File: config.mk
export PLATFORM = sky130hd
export DESIGN_NAME = pc_sequencer
export DESIGN_NICKNAME = d
export VERILOG_FILES = /design/src/rtl/cpu_pkg.sv /design/src/rtl/return_stack.sv /design/src/rtl/pc_sequencer.sv
export SDC_FILE = /design/constraint.sdc
export NUM_CORES = 1
export LEC_CHECK = 0
export CORE_MARGIN = 2
export CORE_UTILIZATION = 50
export DETAILED_ROUTE_END_ITERATION = 12
export HOLD_SLACK_MARGIN = 0.12
export PLACE_DENSITY = 0.76
export REMOVE_ABC_BUFFERS = 1
export SLEW_MARGIN = 40
export SYNTH_ARGS = -nofsm -noshare
export SYNTH_HDL_FRONTEND = slang
export SYNTH_SLANG_ARGS = --single-unit
File: constraint.sdc
create_clock -name CLK -period 8.3 [get_ports CLK]
set_input_delay 2.49 -clock CLK [delete_from_list [all_inputs] [get_ports CLK]]
set_output_delay 2.49 -clock CLK [all_outputs]
set_load 0.005 [all_outputs]
File: src/rtl/cpu_pkg.sv
// ---------------------------------------------------------------------------
// cpu_pkg
//
// Constants shared by the program-counter sequencer and the control unit.
//
// Contents:
//   pc_src_e          next-PC select encoding driven on PCSrc
//   DEFAULT_STEP      byte increment of one sequential instruction
//   DEFAULT_RESET_PC  address fetched after reset
//   JUMP_FIELD_W      width of the J-format target field
// ---------------------------------------------------------------------------
package cpu_pkg;

    // Next-PC source select. The control unit decodes the opcode into one of
    // these and the sequencer multiplexes on it.
    typedef enum logic [1:0] {
        PC_SEQ    = 2'b00,
        PC_BRANCH = 2'b01,
        PC_JUMP   = 2'b10,
        PC_REG    = 2'b11
    } pc_src_e;

    localparam int unsigned DEFAULT_STEP     = 4;
    localparam logic [31:0] DEFAULT_RESET_PC = 32'h0000_0000;
    localparam int unsigned JUMP_FIELD_W     = 26;

endpackage : cpu_pkg

File: src/rtl/return_stack.sv
// ---------------------------------------------------------------------------
// return_stack
//
// Small circular return-address stack. Subroutine calls push their link
// address; returns pop it so the sequencer can predict the return target.
// When the stack is already full a push overwrites the oldest entry.
//
// Ports:
//   clk    in   rising-edge clock
//   reset  in   synchronous active-high reset; empties the stack
//   push   in   store din as the new top entry
//   pop    in   discard the top entry (ignored while empty)
//   din    in   WIDTH  address to push
//   top    out  WIDTH  current top entry (meaningless while empty)
//   empty  out  no entries held
//   full   out  RAS_DEPTH entries held
//
// push and a valid pop in the same cycle replace the top entry in place,
// leaving the pointer and the occupancy count unchanged.
// ---------------------------------------------------------------------------
module return_stack #(
    parameter int WIDTH     = 32,
    parameter int RAS_DEPTH = 4
) (
    input  logic             clk,
    input  logic             reset,
    input  logic             push,
    input  logic             pop,
    input  logic [WIDTH-1:0] din,
    output logic [WIDTH-1:0] top,
    output logic             empty,
    output logic             full
);

    localparam int PTR_W = (RAS_DEPTH > 1) ? $clog2(RAS_DEPTH) : 1;
    localparam int CNT_W = $clog2(RAS_DEPTH + 1);

    logic [WIDTH-1:0] entries [RAS_DEPTH];
    logic [PTR_W-1:0] tp;
    logic [PTR_W-1:0] tp_inc;
    logic [PTR_W-1:0] tp_dec;
    logic [CNT_W-1:0] count;

    logic valid_pop;
    logic replace;
    logic plain_push;
    logic plain_pop;

    // Depth is a power of two, so the pointer wraps naturally in PTR_W bits.
    assign tp_inc = tp + PTR_W'(1);
    assign tp_dec = tp - PTR_W'(1);

    assign empty = (count == '0);
    assign full  = (count == CNT_W'(RAS_DEPTH));

    // A pop against an empty stack is dropped, which turns call+pop-on-empty
    // into an ordinary push.
    assign valid_pop  = pop & ~empty;
    assign replace    = push & valid_pop;
    assign plain_push = push & ~valid_pop;
    assign plain_pop  = valid_pop & ~push;

    assign top = entries[tp];

    // Pointer and occupancy. On overflow the pointer still advances so the
    // newest entry overwrites the oldest one, but the count saturates.
    always_ff @(posedge clk) begin
        if (reset) begin
            tp    <= '0;
            count <= '0;
        end else if (plain_push) begin
            tp <= tp_inc;
            if (!full) begin
                count <= count + CNT_W'(1);
            end
        end else if (plain_pop) begin
            tp    <= tp_dec;
            count <= count - CNT_W'(1);
        end
    end

    // Entry storage has no reset; entries above the count are never read.
    // Writes are blocked during reset so a reset cycle leaves no trace.
    always_ff @(posedge clk) begin
        if (!reset) begin
            if (replace) begin
                entries[tp] <= din;
            end else if (plain_push) begin
                entries[tp_inc] <= din;
            end
        end
    end

endmodule : return_stack

File: src/rtl/pc_sequencer.sv
// ---------------------------------------------------------------------------
// pc_sequencer
//
// Registered program counter for the single-cycle CPU. Selects the next PC
// from the sequential, branch, jump or register/return sources and keeps a
// return-address stack to predict subroutine returns.
//
// Parameters:
//   WIDTH      PC/address width (>= 32)
//   RESET_PC   PC loaded on reset
//   STEP       byte increment per sequential instruction
//   RAS_DEPTH  return-stack entries, power of two >= 2
//
// Ports:
//   CLK         in   rising-edge clock
//   Reset       in   synchronous active-high reset
//   PCWre       in   PC write enable, 0 stalls PC and stack
//   PCSrc       in   2      next-PC select (cpu_pkg::pc_src_e)
//   immediate   in   WIDTH  sign-extended branch offset in words
//   jumpTarget  in   26     J-format target field
//   regTarget   in   WIDTH  rs value for jr/jalr
//   call        in   instruction links; push pcPlus
//   ret         in   instruction is jr $ra; predict from the stack
//   curPC       out  WIDTH  registered current PC
//   pcPlus      out  WIDTH  curPC + STEP, combinational
//   rasEmpty    out  stack holds no entries
//   rasFull     out  stack holds RAS_DEPTH entries
// ---------------------------------------------------------------------------
module pc_sequencer
    import cpu_pkg::*;
#(
    parameter int               WIDTH     = 32,
    parameter logic [WIDTH-1:0] RESET_PC  = WIDTH'(DEFAULT_RESET_PC),
    parameter int unsigned      STEP      = DEFAULT_STEP,
    parameter int               RAS_DEPTH = 4
) (
    input  logic                    CLK,
    input  logic                    Reset,
    input  logic                    PCWre,
    input  logic [1:0]              PCSrc,
    input  logic [WIDTH-1:0]        immediate,
    input  logic [JUMP_FIELD_W-1:0] jumpTarget,
    input  logic [WIDTH-1:0]        regTarget,
    input  logic                    call,
    input  logic                    ret,
    output logic [WIDTH-1:0]        curPC,
    output logic [WIDTH-1:0]        pcPlus,
    output logic                    rasEmpty,
    output logic                    rasFull
);

    logic [WIDTH-1:0] branch_target;
    logic [WIDTH-1:0] jump_target;
    logic [WIDTH-1:0] reg_target;
    logic [WIDTH-1:0] next_pc;
    logic [WIDTH-1:0] ras_top;
    logic             ras_push;
    logic             ras_pop;
    logic             is_reg_src;

    assign pcPlus = curPC + WIDTH'(STEP);

    // Offsets are in words; the shift drops the top two bits, which is the
    // intended modulo-2^WIDTH behaviour.
    assign branch_target = pcPlus + (immediate << 2);

    // Region bits come from the incremented PC, as on MIPS.
    assign jump_target = {pcPlus[WIDTH-1:28], jumpTarget, 2'b00};

    assign is_reg_src = (pc_src_e'(PCSrc) == PC_REG);

    // A predicted return only applies when the stack has something to give;
    // otherwise the architectural rs value is used.
    assign reg_target = (ret && !rasEmpty) ? ras_top : regTarget;

    // Stalls freeze the stack along with the PC, so call/ret are gated here.
    assign ras_push = PCWre & call;
    assign ras_pop  = PCWre & ret & is_reg_src;

    // Next-PC multiplexer.
    always_comb begin
        next_pc = pcPlus;
        case (pc_src_e'(PCSrc))
            PC_SEQ:    next_pc = pcPlus;
            PC_BRANCH: next_pc = branch_target;
            PC_JUMP:   next_pc = jump_target;
            PC_REG:    next_pc = reg_target;
            default:   next_pc = pcPlus;
        endcase
    end

    // PC register; reset dominates the write enable.
    always_ff @(posedge CLK) begin
        if (Reset) begin
            curPC <= RESET_PC;
        end else if (PCWre) begin
            curPC <= next_pc;
        end
    end

    return_stack #(
        .WIDTH     (WIDTH),
        .RAS_DEPTH (RAS_DEPTH)
    ) u_return_stack (
        .clk   (CLK),
        .reset (Reset),
        .push  (ras_push),
        .pop   (ras_pop),
        .din   (pcPlus),
        .top   (ras_top),
        .empty (rasEmpty),
        .full  (rasFull)
    );

endmodule : pc_sequencer

; ---- Word level (Yosys, flattened, before mapping)
; Memories as Yosys holds them, arrays and structs flattened. A register that Yosys moved wholly into a read port is not among the register bits.
; Cells that the tools add are included.
[word_totals]
reg_bits = 37
ramBits = 128
mem_count = 1
wordCells = 51
[mem_list]
columns = memory, words, width, read_ports, rd_clocked_by_memory_dff, write_ports, line_no
row1 = u_return_stack.entries, 4, 32, 1, 1, 1, return_stack.sv:38  ; logic [WIDTH-1:0] entries [RAS_DEPTH];
[op_classes]
n_bitwise = 10
eq_ne = 5
n_addsub = 6
mux = 19
n_reduce_logical = 7
[ops]
columns = operator, n
row1 = $pmux W32 S4, 1
row2 = $mux W32, 2
row3 = $add A32 B3 Y32 const B, 1
row4 = $add A32 B32 Y32, 1
row5 = $reduce_or A32 Y1, 1
row6 = $mux W2, 5
row7 = $mux W3, 3
row8 = $mux W1, 8
row9 = $and A1 B1 Y1, 7
row10 = $eq A2 B2 Y1 const B, 2
row11 = $add A3 B1 Y3 const B, 1
row12 = $eq A3 B3 Y1 const B, 1
row13 = $logic_not A3 Y1, 1
row14 = $not A1 Y1, 3
row15 = $sub A3 B1 Y3 const B, 1
row16 = $add A2 B1 Y2 const B, 1
row17 = $eq A2 B1 Y1 const B, 1
row18 = $logic_not A2 Y1, 1
row19 = $ne A2 B2 Y1 const B, 1
row20 = $reduce_and A2 Y1, 1
row21 = $reduce_bool A2 Y1, 1
row22 = $sub A2 B1 Y2 const B, 1
row23 = $logic_and A1 B1 Y1, 1
row24 = $logic_not A1 Y1, 1

; ---- Longest topological paths before layout
[depth]
ltp_word = 11
mapped_depth = 17

; ---- By module
; A second synthesis with hierarchy kept.
[hier_totals]
cells_unflattened = 803
hier_area_um2 = 9634.2
[modules_own_cells]
columns = module, cells_each, area_per_inst_um2, n_inst, seq_area_each_um2
row1 = return_stack, 218, 5091.1, 1, 3983.8
row2 = pc_sequencer, 585, 4543.1, 1, 640.6

; ---- Worst setup path after synthesis
; Ideal clock, no wire load.
[synth_path]
path_kind = input port to flip-flop
startpoint = input port PCSrc[1]
endpoint = memory u_return_stack.entries[3][0], enable pin
path_buffers = 2
arrival_time_ps = 7348
path_slack_ps = 439
setup_ps = 513
stages = 7
required_time_ps = 7787
cell_sequence = clkbuf_1 buf_1 nand3_1 or2_2 ha_1 xnor2_1 nor4b_1
[synth_via]
elab_chain_cells = 11
word_cells_on_any_way = 16
classes_between = 1 x eq/ne / 9 x mux / 5 x bitwise / 1 x reduce/logical
[synth_rtl]
columns = element, line_no
row1 = "start, declared", pc_sequencer.sv:40  ; input logic [1:0] PCSrc,
row2 = $eq A2 B2 Y1 (*), pc_sequencer.sv:70  ; assign is_reg_src = (pc_src_e'(PCSrc) == PC_REG);
row3 = $and A1 B1 Y1 (*), pc_sequencer.sv:78  ; assign ras_pop = PCWre & ret & is_reg_src;
row4 = $and A1 B1 Y1 (*), return_stack.sv:58  ; assign valid_pop = pop & ~empty;
row5 = $not A1 Y1, return_stack.sv:60  ; assign plain_push = push & ~valid_pop;
row6 = $and A1 B1 Y1, return_stack.sv:60
row7 = $mux W1, return_stack.sv:88  ; end else if (plain_push) begin
row8 = $mux W1, return_stack.sv:86  ; if (replace) begin
row9 = $mux W1, return_stack.sv:85  ; if (!reset) begin
row10 = $mux W1 (not written as such), return_stack.sv:89  ; entries[tp_inc] <= din;
row11 = $reduce_or A32 Y1 (no line), --
row12 = $mux W2 (no line) / $mux W1 (equally long branches), --
row13 = "end, declared", return_stack.sv:38
; Every way passes the cells marked *; elsewhere a longest branch is shown, timed or not.

; ---- Final worst setup path
[layout_path]
startpoint = register curPC[2]
endpoint = output port pcPlus[26]
[layout_via]
elab_chain_cells = 1
[layout_rtl]
columns = element, line_no
row1 = "start, declared", pc_sequencer.sv:46  ; output logic [WIDTH-1:0] curPC,
row2 = "start signal, assigned", pc_sequencer.sv:97  ; curPC <= next_pc;
row3 = $add A32 B3 Y32, pc_sequencer.sv:61  ; assign pcPlus = curPC + WIDTH'(STEP);
row4 = "end, declared", pc_sequencer.sv:47  ; output logic [WIDTH-1:0] pcPlus,
; No other way between the ends.

==> metrics.csv <==
stage,metric,value,unit
critical_path,critical path data required time,5.81,ns
drt,DR iter-0 viols,680,
critical_path,critical-path maximum fanout,8,
drt,post-route ant nets,0,
sta,crit share post-route,74.0,%
critical_path,critical path's largest stage delay,0.60,ns
power_and_ir_drop,leak pwr,0.00437,uW
clock_tree,number of gates resized after cts,0,
clock_tree,CTS tree,done,
critical_path,critical path type,reg -> out,
worst_hold_path,Hold EP,curPC[19],
critical_path,Reg2Reg Depth,15,
cells_and_area,Synth-to-Final Area Change,26.4,%
global_route,largest net degree at the start of global routing,45,
clock_tree,# H-tree levels,4,
clock_tree,worst skew pair latency,0.43,ns
logic_synthesis,Post-synth top flop,edfxtp_1,
critical_path,CP bufs+invs,1,
critical_path,CP Data Arrival Time,3.65,ns
clock_tree,clk root buf,clkbuf_16,
die,initial core utilization,50.8,%
cells_and_area,layout cells sized above 1,12.0,%
global_route,number of antenna violations at the first check in global routing,0,
critical_path,"Cell Chain, Critical Path","ha_1, nand4_2, nor2_4, nand3_2, nor3_1, xor2_1, clkdlybuf4s50_1",
critical_path,critical path's slowest cell,clkdlybuf4s50_1,
drt,routed vias/inst,6.09,
power_and_ir_drop,PwrDens,195,mW/mm^2
sta,final setup TNS,0,ns
sta,RSZ-0062 raised after global routing,no,
place,Port-buffer cells,160,
critical_path,reg2reg start,curPC[4],
critical_path,crit start category,flip-flop,
cells_and_area,post-route cell area,0.0120,mm^2
place,gpl congestion,0.904,
global_route,grt ovf,0,
sta,Clock Skews,0.00603,ns
critical_path,RR Endpoint,curPC[30],
place,DP Wirelength,17900,um
power_and_ir_drop,Max VDD drop,0.157,mV
logic_synthesis,synthesis-stage register bit count,167,
sta,Final Max Slew Viols,0,
status,status,"finished, final reports clean",
logic_synthesis,Synth Warn #,0,
clock_tree,# hold bufs at CTS,0,
worst_hold_path,Worst Hold Class,reg -> reg,
drt,drt wl/cell,21.3,um
clock_tree,clock sink total,167,
drt,DRC errors left,0,
die,I/O pin count,163,
place,placed cell area,0.0113,mm^2
logic_synthesis,Syn Area/Cell,11.6,um^2
cells_and_area,Final nets,1111,
die,cell row count,50,
logic_synthesis,number of synthesized flops with an enable pin,128,
logic_synthesis,Yosys cell types,67,
drt,Initial DRT Pass Iterations,6,
clock_tree,maximum clock path buffer count,2,
die,chip height,142,um
drt,"wirelength, routed",26000,um
sta,Worst slew margin,48.2,%
die,Die ar.,0.0200,mm^2
sta,Final min period,6.14,ns
clock_tree,Post CTS Setup Buffer Count,0,
die,core area,0.0186,mm^2
die,Die Width,142,um
clock_tree,Clock Pin Slew Worst Setup and Hold Paths,0.06,ns
logic_synthesis,sequential share of the synthesized area,48.9,%
sta,Tightest Pin Transition,0.772,ns
critical_path,Worst R2R Setup Slack,3.43,ns
global_route,Total Routing Usage GR,26.2,%
run,Max-cap violations,0,
sta,"Setup violations, final",0,
cells_and_area,# diodes,0,
cells_and_area,post-layout util,64.2,%
global_route,first-pass GRT wire length,39500,um
logic_synthesis,mapped cell area,0.00946,mm^2
critical_path,"delay-heaviest family, CP",simple AND/OR/NAND/NOR gates,
sta,FMAX,0.163,GHz
critical_path,CP endpoint kind,output port,
worst_hold_path,hold path startpoint,curPC[19],
clock_tree,TritonCTS Buffers,17,
global_route,vias in the first global route,7047,
logic_synthesis,Mapped Cells,817,
worst_hold_path,Hold Crit Depth,2,
sta,Hold WS,0.515,ns
logic_synthesis,Post-synth ARST share,0,%
sta,Fin. Hold Viols,0,
drt,vias,7419,
## layer usage
layer  global-route usage [%]  routed length [um]
met1                     35.4               10800
met2                     42.1               12400
met3                     5.43                2110
met4                     9.63                 681
met5                        0                   0
## cells in the final DEF (no fill, tap or decap), types with 11 or more instances in the layout
master	instances
clkdlybuf4s50_1	157
edfxtp_1	128
nor2_1	73
nand2_1	60
a21oi_1	55
mux4_2	40
ha_1	40
dfxtp_1	38
mux2i_1	34
xnor2_1	33
nor3_1	33
o21ai_0	31
inv_1	25
nand3_1	20
xor2_1	20
clkbuf_16	17
buf_4	15
a31oi_1	12
a211oi_1	11
## worst min-delay path, delay by kind of cell (launching register included)
family / cells / cell delay (ns)
simple gates: 1 / 0.07
flops: 1 / 0.34
compound gates: 1 / 0.05
## power breakdown
group	internal (uW)	switching [uW]	total (uW)
Clock	540	329	869
Sequential	937	35.1	972
Combinational	246	249	495
## cell type report
cell class              instances  area (um^2)
well taps                     234          293
clock buffers                  19          443
flip-flops and latches        167         4630
fillers                      1460         6680
clock inverters                13          203
inverters                      28          108
repair buffers                175         1700
multi-input cells             583         4590
## state kept, by name (all words and copies together) (netlist names), named ones only
register and cells:
u_return_stack.count 3, u_return_stack.tp 2, u_return_stack.entries 128, curPC 32
## stage by stage
stage	std cells	setup WS (ns)	total power, uW
floorplan	778	0.206	1270
global placement	1187	2.61	1470
detailed placement	1187	2.54	1480
CTS	1219	2.17	2340
global route	1219	2.00	2420
finish	1219	2.16	2340
## worst max path at each step
stage             start                       endpoint  slack (ns)  cells past startpoint
2_1_floorplan       ret   u_return_stack.entries[3][0]        0.21                      5
3_3_place_gp   PCSrc[1]  u_return_stack.entries[0][12]        2.61                      8
3_5_place_dp   PCSrc[1]  u_return_stack.entries[0][12]        2.54                      8
4_1_cts        curPC[3]                     pcPlus[26]        2.17                      7
5_1_grt        curPC[3]                     pcPlus[26]        2.00                      7
6_report       curPC[2]                     pcPlus[26]        2.16                      7
## cell families (layout without fill, tap and decap cells)
group                      after synthesis  after routing  synth area share [%]
buffers and inverters                   67            235                  2.95
and+or+nand+nor                        242            242                  12.5
muxes                                   84             84                  14.3
xor gates and xnor gates                53             53                  4.90
AOI/OAI and AO/OA                      162            162                  10.8
DFF                                    167            167                  48.9
adders and majority gates               42             42                  5.71
## synthesized netlist by cell type (3+ instances only)
master | instances | area, um^2
edfxtp_1 | 128 | 3840
nor2_1 | 73 | 274
nand2_1 | 60 | 225
a21oi_1 | 55 | 275
ha_1 | 40 | 500
mux4_2 | 40 | 901
dfxtp_1 | 39 | 781
mux2i_1 | 34 | 340
nor3_1 | 34 | 170
xnor2_1 | 33 | 289
o21ai_0 | 31 | 155
inv_1 | 25 | 93.8
clkbuf_1 | 22 | 82.6
nand3_1 | 20 | 100
xor2_1 | 20 | 175
a211oi_1 | 12 | 90.1
a31oi_1 | 12 | 75.1
mux2_2 | 10 | 113
and3_1 | 7 | 43.8
buf_2 | 7 | 35.0
nand4_1 | 7 | 43.8
o221ai_1 | 7 | 61.3
nand2b_1 | 6 | 37.5
o22ai_1 | 6 | 37.5
buf_1 | 5 | 18.8
buf_4 | 5 | 37.5
nor2b_1 | 5 | 31.3
a21o_1 | 4 | 30.0
a221oi_1 | 4 | 35.0
nor4_1 | 4 | 25.0
o211ai_1 | 4 | 30.0
a311oi_1 | 3 | 26.3
a41oi_1 | 3 | 26.3
and4_1 | 3 | 26.3
o21bai_1 | 3 | 22.5
or2_2 | 3 | 18.8
or3_1 | 3 | 18.8
Power figures use the tool's default switching activity.
